[src/rtl/f_tran_level.sv]
// Dual-rail cell computing F = (A & ~B) | (C & ~D), registered, with a sticky rail-consistency flag.
// Define FTRAN_SWITCH_LEVEL_EN to build the core from nmos/pmos switches instead of a behavioural assign.
module f_tran_level (
  input  logic clk,
  input  logic rst,
  output logic out,
  input  logic A,
  input  logic B,
  input  logic C,
  input  logic D,
  input  logic notA,
  input  logic notB,
  input  logic notC,
  input  logic notD,
  output logic rail_err
);

  logic out_q, out_d;
  logic rail_err_q, rail_err_d;
  logic rail_ok;
  wire  f_core;

  // X or Z on any rail leaves rail_ok unknown, which takes the hold branch below.
  assign rail_ok = (A ^ notA) & (B ^ notB) & (C ^ notC) & (D ^ notD);

`ifdef FTRAN_SWITCH_LEVEL_EN
  supply1 vdd;
  supply0 gnd;
  wire    b_s, d_s;
  wire    pd_mid, pu_ab, pu_cd;

  assign b_s = ~notB;
  assign d_s = ~notD;

  // Pull-down: (notA || B) in series with (notC || D); pull-up is its series/parallel dual.
  nmos n_a (f_core, pd_mid, notA);
  nmos n_b (f_core, pd_mid, b_s);
  nmos n_c (pd_mid, gnd, notC);
  nmos n_d (pd_mid, gnd, d_s);

  pmos p_a (pu_ab, vdd, notA);
  pmos p_b (f_core, pu_ab, b_s);
  pmos p_c (pu_cd, vdd, notC);
  pmos p_d (f_core, pu_cd, d_s);
`else
  assign f_core = (A & notB) | (C & notD);
`endif

  always_comb begin
    out_d      = out_q;
    rail_err_d = rail_err_q;
    if (rail_ok) begin
      out_d = f_core;
    end else begin
      rail_err_d = 1'b1;
    end
  end

  always_ff @(posedge clk or posedge rst) begin
    if (rst) begin
      out_q      <= 1'b0;
      rail_err_q <= 1'b0;
    end else begin
      out_q      <= out_d;
      rail_err_q <= rail_err_d;
    end
  end

  assign out      = out_q;
  assign rail_err = rail_err_q;

endmodule

[config.mk]
export PLATFORM = sky130hd
export DESIGN_NAME = f_tran_level
export DESIGN_NICKNAME = d
export VERILOG_FILES = /design/src/rtl/f_tran_level.sv
export SDC_FILE = /design/constraint.sdc
export NUM_CORES = 1
export LEC_CHECK = 0
export BUFFER_PORTS_ARGS = -buffer_cell sky130_fd_sc_hd__buf_2
export CAP_MARGIN = 10
export CORE_AREA = 2 2 39 41
export DETAILED_ROUTE_END_ITERATION = 10
export DIE_AREA = 0 0 41 43
export PLACE_DENSITY = 0.3
export SETUP_SLACK_MARGIN = 0.1
export SYNTH_ARGS = -nofsm -noshare
export SYNTH_HDL_FRONTEND = slang
export SYNTH_SLANG_ARGS = --single-unit
[constraint.sdc]
create_clock -name clk -period 0.9 [get_ports clk]
set_clock_uncertainty 0.1 [all_clocks]
set_input_delay 0.045 -clock clk [delete_from_list [all_inputs] [get_ports clk]]
set_output_delay 0.045 -clock clk [all_outputs]
set_load 0.01 [all_outputs]
==> reports/results.md, run 1 <==
| Result | Value |
| --- | --- |
| Floorplan Core Area | 1380 um^2 |
| Flip-flop cell with the highest count after synthesis | dfrtp_1 |
| Detailed-route via count | 143 |
| Die Y-Extent | 43 um |
| Beginning of the worst hold path | C |
| Number of iterations in the first detailed-routing pass | 2 |
| Net count after synthesis | 21 |
| Number of clock sinks seen by CTS | 2 |
| Finished layout cell area | 342 um^2 |
| Number of buffers created by CTS | 3 |
| Most Used Layer, Global Route | met2 |
| Unrepaired setup endpoints after global routing | yes |
| Net count reported at finish | 40 |
| CTS Buffer Depth | 2 |
| Worst Path Arrival | 0.94 ns |
| Worst reg-to-reg setup slack | 0.05 ns |
| Required time reported for the critical path endpoint | 0.90 ns |
| Starting Density | 9.31% |
| Fraction of final layout cells sized beyond drive strength 1 | 78.6% |
| I/O Buffers | 11 |
| Post-placement cell area | 211 um^2 |
| Die Wd | 41 um |
| Class of the tightest hold or removal check | input pin to flop |
| Failing checks | setup timing |
| Weighted congestion at the end of routability-driven global placement | 0.542 |
| Via-per-instance ratio | 3.25 |
| Clock latency of the later-clocked register in the worst-skew pair | 0.22 ns |
| Yosys warns | 0 |
| Number of different library cells in the post-synthesis netlist | 7 |
| Cell taking the most area after synthesis | dfrtp_1 |
| Min-Delay Endpoint | out |
| Kind of start point of the critical path | input pin |
| Maximum number of pins on one net before global-route repair | 3 |
| Largest fanout of any net on the critical path | 2 |
| Max-cap check violation count | 0 |
| Fin crit share | 104% |
| Met2 track demand over resource | 10.6% |
| Ratio of total power to cell area | 1410 nW/um^2 |
| Root buf cell | clkbuf_4 |
| Shortest period the worst path allows | 0.935 ns |
| CP Capture Type | flop |
| Die ar. | 1760 um^2 |
| Synth top area share | 38.8% |
| Cell count of the worst reg-to-reg path | 1 |
| Async set-or-reset flop fraction in the synthesized netlist | 100% |
| Leakage component of the power | 0.155 nW |
| Post-Syn Area | 129 um^2 |
| Iteration-0 DRC Markers | 1 |
| Synthesized area divided by synthesized cell count | 11.7 um^2 |
| Number of global-route vias before repair | 171 |
| Area overhead of the layout relative to synthesis | 165% |
| Placement row count | 14 |
| Final worst slack | -0.0352 ns |
| Slew of the pin with the lowest slew margin | 0.261 ns |
| Global routing met1 resource utilization | 3.23% |
| Syn Inst Count | 11 |
| Global-route wire length before repair | 614 um |
| Aggregate global-route resource usage | 6.23% |
| Wire per inst | 8.57 um |
| Worst ir drop on vdd | 0.000380 V |
| Delay contributed by the slowest stage of the critical path | 0.33 ns |
| Antenna fix cells | 0 |
| Top achievable clock speed | 1070 MHz |
| Normalized max-slew margin | 82.5% |
| Worst reg2reg path startpoint | out |
| Number of antenna violations at the first check in global routing | 0 |
| CTS tree | built |
| Global route total overflow | 0 |
| Category of the most critical setup path | input pin to flop |
| Final Hold Fails | 0 |
| Reg-to-reg endpoint | out |
| Total wire length after detailed routing | 377 um |
| Number of slew-limit violations in the final report | 0 |
| Setup-failing EPs final | 1 |
| H-tree depth | 1 |
| DR DRC count | 0 |
| Hold Crit Depth | 3 |
| Number of enable flip-flop cells after synthesis | 0 |
| Antenna Nets Post-Route | 0 |
| Cells along the critical path | buf_8 > xnor2_4 > nor4_4 > mux2_4 |
| Met3 capacity usage during global routing | 3.14% |
| Most frequent cell after synthesis | xnor2_1 |
| Slowest CP cell | mux2_4 |
| Number of top-level pins | 12 |
| Status | finished with violations |
| Clock-pin slew of the registers on the worst-case setup and hold paths | 0.03 ns |
| Flip-flop and latch count after synthesis | 2 |
| Largest cells by area after synthesis | dfrtp_1 (39%), xnor2_1 (27%), nor4_2 (9.7%) |
| Register area share after synthesis | 38.8% |
| Setup slack at placement | -0.328 ns |
| Top cells by instance count after synthesis | xnor2_1 (4), dfrtp_1 (2) |
-- layout make-up --
cell class                 count  area [um^2]
fill                         152         1040
multi-input combinational      8          133
timing repair buffer          14          113
sequential                     2         50.0
clock buffer                   3         22.5
tap                           16         20.0
inverter                       1         3.75
-- state kept, by name, summed over array words and instances (netlist names) --
register and flops:
out 1, rail_err 1
-- where the power goes --
part | internal, mW | switching (mW) | leakage [nW] | total [mW]
combinational | 0.108 | 0.0640 | 0.120 | 0.172
clock | 0.147 | 0.0451 | 0.0138 | 0.192
sequential | 0.109 | 0.00866 | 0.0210 | 0.118
-- layer usage --
layer  vias to the layer above  wire (um)
li1                         72          -
met1                        71         93
met2                         0        283
met3                         0          0
met4                         0          0
met5                         -          0
-- through the flow --
stage	util [%]	std cells	setup TNS [ns]	hold WS, ns	power [mW]
2_1_floorplan	-	11	-0.140	-0.314	0.171
5_1_grt	24.7	44	-0.0582	0.115	0.519
3_3_place_gp	15.3	39	-0.482	-0.207	0.222
4_1_cts	22.2	44	-0.0373	0.109	0.477
3_5_place_dp	15.3	39	-0.504	-0.203	0.222
6_report	24.7	44	-0.0352	0.113	0.482
-- worst max-delay path by stage --
stage | startpoint | to | slack, ns | cells past startpoint
2_1_floorplan | D | out | -0.14 | 3
3_3_place_gp | notD | out | -0.32 | 4
3_5_place_dp | notD | out | -0.33 | 4
4_1_cts | A | out | -0.04 | 4
5_1_grt | C | out | -0.06 | 4
6_report | C | out | -0.04 | 4
-- cells in the final DEF, fill, tap and decap left out, types with 2 or more instances in the layout --
cell,netlist,routed
buf_2,0,7
clkbuf_4,0,3
xnor2_1,4,2
xnor2_4,0,2
buf_8,0,2
buf_6,0,2
dfrtp_1,2,2
buf_4,0,2
-- repair_timing --
item / in CTS / in global routing
setup buffers: 1 / 0
pin swaps: 2 / 2
hold buffers: 1 / 0
endpoints found under the setup margin: 4 / 4
endpoints found under the hold margin: 2 / 0
resized for setup: 9 / 7
-- cells by family (layout without fill, tap and decap cells) --
kind of cell	after synthesis	after routing	synth area share, %
AOI/OAI and AO/OA	1	1	7.77
xor gates and xnor gates	4	4	27.2
buffers and inverters	1	18	2.91
DFF	2	2	38.8
muxes	1	1	8.74
and+or+nand+nor	2	2	14.6
-- critical path, delay by kind of cell --
kind,cells,cell delay [ns]
simple gates,1,0.32
buf+inv,1,0.11
mux,1,0.33
xor+xnor,1,0.14
(Power assumes the default switching activity.)
==> inputs of run 2 (changes only) <==
==> constraint.sdc (replaced) <==
create_clock -name clk -period 1 [get_ports clk]
set_clock_uncertainty 0.1 [all_clocks]
set_input_delay 0.05 -clock clk [delete_from_list [all_inputs] [get_ports clk]]
set_output_delay 0.05 -clock clk [all_outputs]
set_load 0.01 [all_outputs]
==> run 2 against run 1 <==
Utilization down 1.1 points. The run now ends clean. Global-route usage shrank 0.81 points. Sequential power is 11% lower. Combinational power is 12% lower. Non-clock buffer count shrank 1. Count of clock-buffer cells in the layout stayed put.
==> reports/results.md, run 2 (synthesis gave the netlist of run 1 again) <==
| Result | Value |
| --- | --- |
| Number of clock sinks seen by CTS | 2 |
| Most frequent cells in the layout | buf_2 (7), clkbuf_4 (3) |
| Filler Cell Count | 168 |
| Kind of start point of the critical path | input pin |
| H-tree depth | 1 |
| Setup-failing EPs final | 0 |
| Global-route wire length before repair | 586 um |
| Fraction of final layout cells sized beyond drive strength 1 | 74.1% |
| Leakage component of the power | 0.140 nW |
| Antenna fix cells | 0 |
| Slowest CP cell | mux2_4 |
| Max-cap check violation count | 0 |
| I/O Buffers | 11 |
| Root buf cell | clkbuf_4 |
| Share of total power in sequential cells | 24.5% |
| Number of buffers created by CTS | 3 |
| Share of power burned in the clock network | 40.3% |
| Weighted congestion at the end of routability-driven global placement | 0.541 |
| Number of antenna violations at the first check in global routing | 0 |
| Final Hold Fails | 0 |
| Most common cell after layout, fill and taps aside | buf_2 |
| Required time reported for the critical path endpoint | 1.00 ns |
| Unrepaired setup endpoints after global routing | yes |
| Iteration-0 DRC Markers | 0 |
| Setup slack at placement | -0.223 ns |
| Cells along the critical path | buf_8 > xnor2_4 > nor4_4 > mux2_4 |
| Delay contributed by the slowest stage of the critical path | 0.32 ns |
| Net count reported at finish | 39 |
| Finished layout cell area | 327 um^2 |
| Post-placement cell area | 211 um^2 |
| Fin crit share | 92.9% |
| Maximum number of pins on one net before global-route repair | 3 |
| Status | finished clean |
| CP Capture Type | flop |
| Clock-pin slew of the registers on the worst-case setup and hold paths | 0.03 ns |
| Worst reg-to-reg setup slack | 0.16 ns |
| Die Wd | 41 um |
| Normalized max-slew margin | 81.4% |
| CTS tree | built |
| Wire per inst | 8.05 um |
| Ratio of total power to cell area | 1310 nW/um^2 |
| Global route total overflow | 0 |
| Number of iterations in the first detailed-routing pass | 1 |
| Worst ir drop on vdd | 0.000377 V |
| Shortest period the worst path allows | 0.929 ns |
| Class of the tightest hold or removal check | input pin to flop |
| Top achievable clock speed | 1080 MHz |
| Post-DP HPWL | 270 um |
| Area overhead of the layout relative to synthesis | 153% |
| Number of buffers and inverters on the critical path | 1 |
| Clock latency of the later-clocked register in the worst-skew pair | 0.22 ns |
| Cell-internal power | 0.325 mW |
| Number of global-route vias before repair | 166 |
| Number of top-level pins | 12 |
| Worst path top cell family by delay | multiplexers |
| DR DRC count | 0 |
| Category of the most critical setup path | input pin to flop |
| Total wire length after detailed routing | 346 um |
| CTS Buffer Depth | 2 |
| Number of slew-limit violations in the final report | 0 |
| Placement row count | 14 |
| Worst Hold Margin | 0.110 ns |
| Cells after DPL | 39 |
| Relative contribution of combinational cells to total power | 35.2% |
| Via-per-instance ratio | 3.16 |
| Detailed-route via count | 136 |
| Die ar. | 1760 um^2 |
| Slew of the pin with the lowest slew margin | 0.277 ns |
| Post-CTS repair timing setup buffer count | 0 |
| Die Y-Extent | 43 um |
| Aggregate global-route resource usage | 5.42% |
| Sw Ratio | 24.1% |
| Starting Density | 9.31% |
| Largest fanout of any net on the critical path | 2 |
| Floorplan Core Area | 1380 um^2 |
| Final worst slack | 0.0709 ns |
| Antenna Nets Post-Route | 0 |
| Final cell count without fillers | 43 |
| Switching power total | 0.103 mW |
| Worst Path Arrival | 0.93 ns |
-- run 2: per-stage QoR --
step | utilization [%] | power, mW | setup TNS [ns]
after floorplan | - | 0.154 | -0.0452
after global placement | 15.3 | 0.200 | -0.288
after detailed placement | 15.3 | 0.200 | -0.292
after CTS | 19.3 | 0.393 | 0
after global routing | 23.6 | 0.445 | 0
final | 23.6 | 0.428 | 0
-- run 2: final cells by class --
class                      count  area, um^2  share of cell area [%]
inverter                       1        3.75                    1.15
multi-input combinational      8         125                    38.3
clock buffer                   3        22.5                    6.90
tap                           16        20.0                    6.13
sequential                     2        50.0                    15.3
timing repair buffer          13         105                    32.2
-- run 2: path summary, 6_finish.rpt --
check | depth (start not counted) | start | end
worst max-delay path | 4 | notA | out
worst min-delay path | 3 | A | out
worst max register to register | 1 | out | out
worst min register to register | 1 | rail_err | rail_err
max in group asynchronous | 3 | rst | rail_err
min in group asynchronous | 3 | rst | out
-- run 2: repair_timing --
item | in CTS | in global routing
hold buffers | 1 | 0
endpoints found under the setup margin | 1 | 1
resized for setup | 5 | 10
pin swaps | 2 | 3
hold endpoints to repair | 2 | 0
-- run 2: power groups by stage --
| stage | logic, mW | clock network [mW] | registers (mW) |
|---|---|---|---|
| CTS | 0.109 | 0.180 | 0.104 |
| global route | 0.160 | 0.180 | 0.106 |
| floorplan | 0.0395 | 0 | 0.115 |
| detailed placement | 0.0951 | 0 | 0.105 |
| finish | 0.151 | 0.172 | 0.105 |
| global placement | 0.0933 | 0 | 0.107 |
-- run 2: routing by layer --
metal  up-vias  track usage, %  wire [um]
li1         69               -          -
met1        67            3.54         92
met2         0            8.75        253
met3         0            3.14          0
met4         0            6.00          0
met5         -               0          0
==> inputs of run 3 (changes only) <==
==> constraint.sdc (replaced) <==
create_clock -name clk -period 0.95 [get_ports clk]
set_clock_uncertainty 0.1 [all_clocks]
set_input_delay 0.0475 -clock clk [delete_from_list [all_inputs] [get_ports clk]]
set_output_delay 0.0475 -clock clk [all_outputs]
set_load 0.01 [all_outputs]
==> run 3 against run 2 <==
Clock power rose by 5%. Count of clock-buffer cells in the layout did not move. Via count rose by 2.2%. Combinational power rose by 5%. Sequential share of layout area fell by 0.67 points. Die area did not move. Sequential power rose by 6%. Routed wire length rose by 5.2%. Register-to-register slack got worse by 0.05 ns. Cell count rose by 2.3%. Largest cell class unchanged.
==> reports/results.md, run 3 (synthesis gave the netlist of run 1 again) <==
| Result | Value |
| --- | --- |
| Global-route wire length before repair | 586 um |
| Kind of start point of the critical path | input pin |
| Iteration-0 DRC Markers | 0 |
| Required time reported for the critical path endpoint | 0.95 ns |
| Number of slew-limit violations in the final report | 0 |
| Power consumption | 0.452 mW |
| Starting Density | 9.31% |
| Root buf cell | clkbuf_4 |
| Most frequent cells in the layout | buf_2 (7), clkbuf_4 (3) |
| H-tree depth | 1 |
| Global route total overflow | 0 |
| Ratio of total power to cell area | 1320 nW/um^2 |
| Top achievable clock speed | 1080 MHz |
| Weighted congestion at the end of routability-driven global placement | 0.541 |
| Filler Cell Count | 160 |
| Total wire length after detailed routing | 364 um |
| Final Hold Fails | 0 |
| Finished layout cell area | 342 um^2 |
| Via-per-instance ratio | 3.16 |
| Die ar. | 1760 um^2 |
| Crit path from | notA |
| Number of global-route vias before repair | 166 |
| Setup-failing EPs final | 0 |
| Clock latency of the later-clocked register in the worst-skew pair | 0.22 ns |
| DR DRC count | 0 |
| Floorplan Core Area | 1380 um^2 |
| Die Wd | 41 um |
| Fin crit share | 97.8% |
| Cells along the critical path | buf_8 > xnor2_4 > nor4_4 > mux2_4 |
| Number of antenna violations at the first check in global routing | 0 |
| CTS Buffer Depth | 2 |
| Number of iterations in the first detailed-routing pass | 1 |
| Fraction of final layout cells sized beyond drive strength 1 | 78.6% |
| Post-DP HPWL | 270 um |
| Post-route setup TNS | 0 ns |
| Delay contributed by the slowest stage of the critical path | 0.32 ns |
| Number of buffers and inverters on the critical path | 1 |
| Shortest period the worst path allows | 0.929 ns |
| Category of the most critical setup path | input pin to flop |
| Slowest CP cell | nor4_4 |
| Number of clock sinks seen by CTS | 2 |
| Unrepaired setup endpoints after global routing | yes |
| Clock-pin slew of the registers on the worst-case setup and hold paths | 0.03 ns |
| Maximum number of pins on one net before global-route repair | 3 |
| Net count reported at finish | 40 |
| Leakage component of the power | 0.154 nW |
| Normalized max-slew margin | 81.4% |
| Antenna fix cells | 0 |
| Aggregate global-route resource usage | 5.42% |
| Post-placement cell area | 211 um^2 |
| Die Y-Extent | 43 um |
| Class of the tightest hold or removal check | input pin to flop |
| Status | finished clean |
| Worst ir drop on vdd | 0.000404 V |
| Worst Path Arrival | 0.93 ns |
| Worst reg2reg path startpoint | out |
| Largest fanout of any net on the critical path | 2 |
| CTS tree | built |
| Area overhead of the layout relative to synthesis | 165% |
| Most common cell after layout, fill and taps aside | buf_2 |
| Number of top-level pins | 12 |
| Detailed-route via count | 139 |
| Max-cap check violation count | 0 |
| Number of buffers created by CTS | 3 |
| Slew of the pin with the lowest slew margin | 0.277 ns |
| CP Capture Type | flop |
| Worst path top cell family by delay | simple AND/OR/NAND/NOR gates |
| Placement row count | 14 |
| Antenna Nets Post-Route | 0 |
| Wire per inst | 8.27 um |
| Beginning of the worst hold path | A |
| I/O Buffers | 11 |
## run 3: area by class of cell
class | instances | area (um^2) | share of cell area [%]
multi-input cells | 8 | 133 | 38.8
repair buffers | 14 | 113 | 33.0
flip-flops and latches | 2 | 50.0 | 14.7
clock buffers | 3 | 22.5 | 6.59
well taps | 16 | 20.0 | 5.86
inverters | 1 | 3.75 | 1.10
## run 3: worst paths after layout
path	slack (ns)	end	depth (start not counted)
worst max-delay path	0.02	out	4
worst min-delay path	0.11	out	3
worst max register to register	0.11	out	1
worst min register to register	0.40	out	1
max in group asynchronous	0.52	rail_err	3
min in group asynchronous	0.12	out	3
## run 3: metal layers
| metal | up-vias | wire [um] | track usage, % |
|---|---|---|---|
| li1 | 71 | - | - |
| met3 | 0 | 0 | 3.14 |
| met5 | - | 0 | 0 |
| met4 | 0 | 0 | 6.00 |
| met1 | 68 | 98 | 3.54 |
| met2 | 0 | 266 | 8.75 |
## run 3: timing repair
item | 4_1_cts | 5_1_grt
pin swaps | 2 | 3
hold endpoints to repair | 2 | 0
hold buffers | 1 | 0
setup buffers | 0 | 1
resized for setup | 5 | 11
setup endpoints to repair | 3 | 4
## run 3: power by group
group	leakage [nW]	internal (mW)	switching, mW
clock	0.0138	0.139	0.0425
sequential	0.0210	0.103	0.00750
combinational	0.119	0.0999	0.0596
total	0.154	0.342	0.110
## run 3: stage by stage
stage                     setup slack, ns  hold slack [ns]  utilization (%)  std cells
after detailed placement           -0.270           -0.204             15.3         39
after floorplan                   -0.0927           -0.311                -         11
after CTS                         -0.0310           0.0951             19.3         43
after global placement             -0.267           -0.204             15.3         39
after global routing              -0.0101            0.119             24.7         44
final                              0.0205            0.106             24.7         44
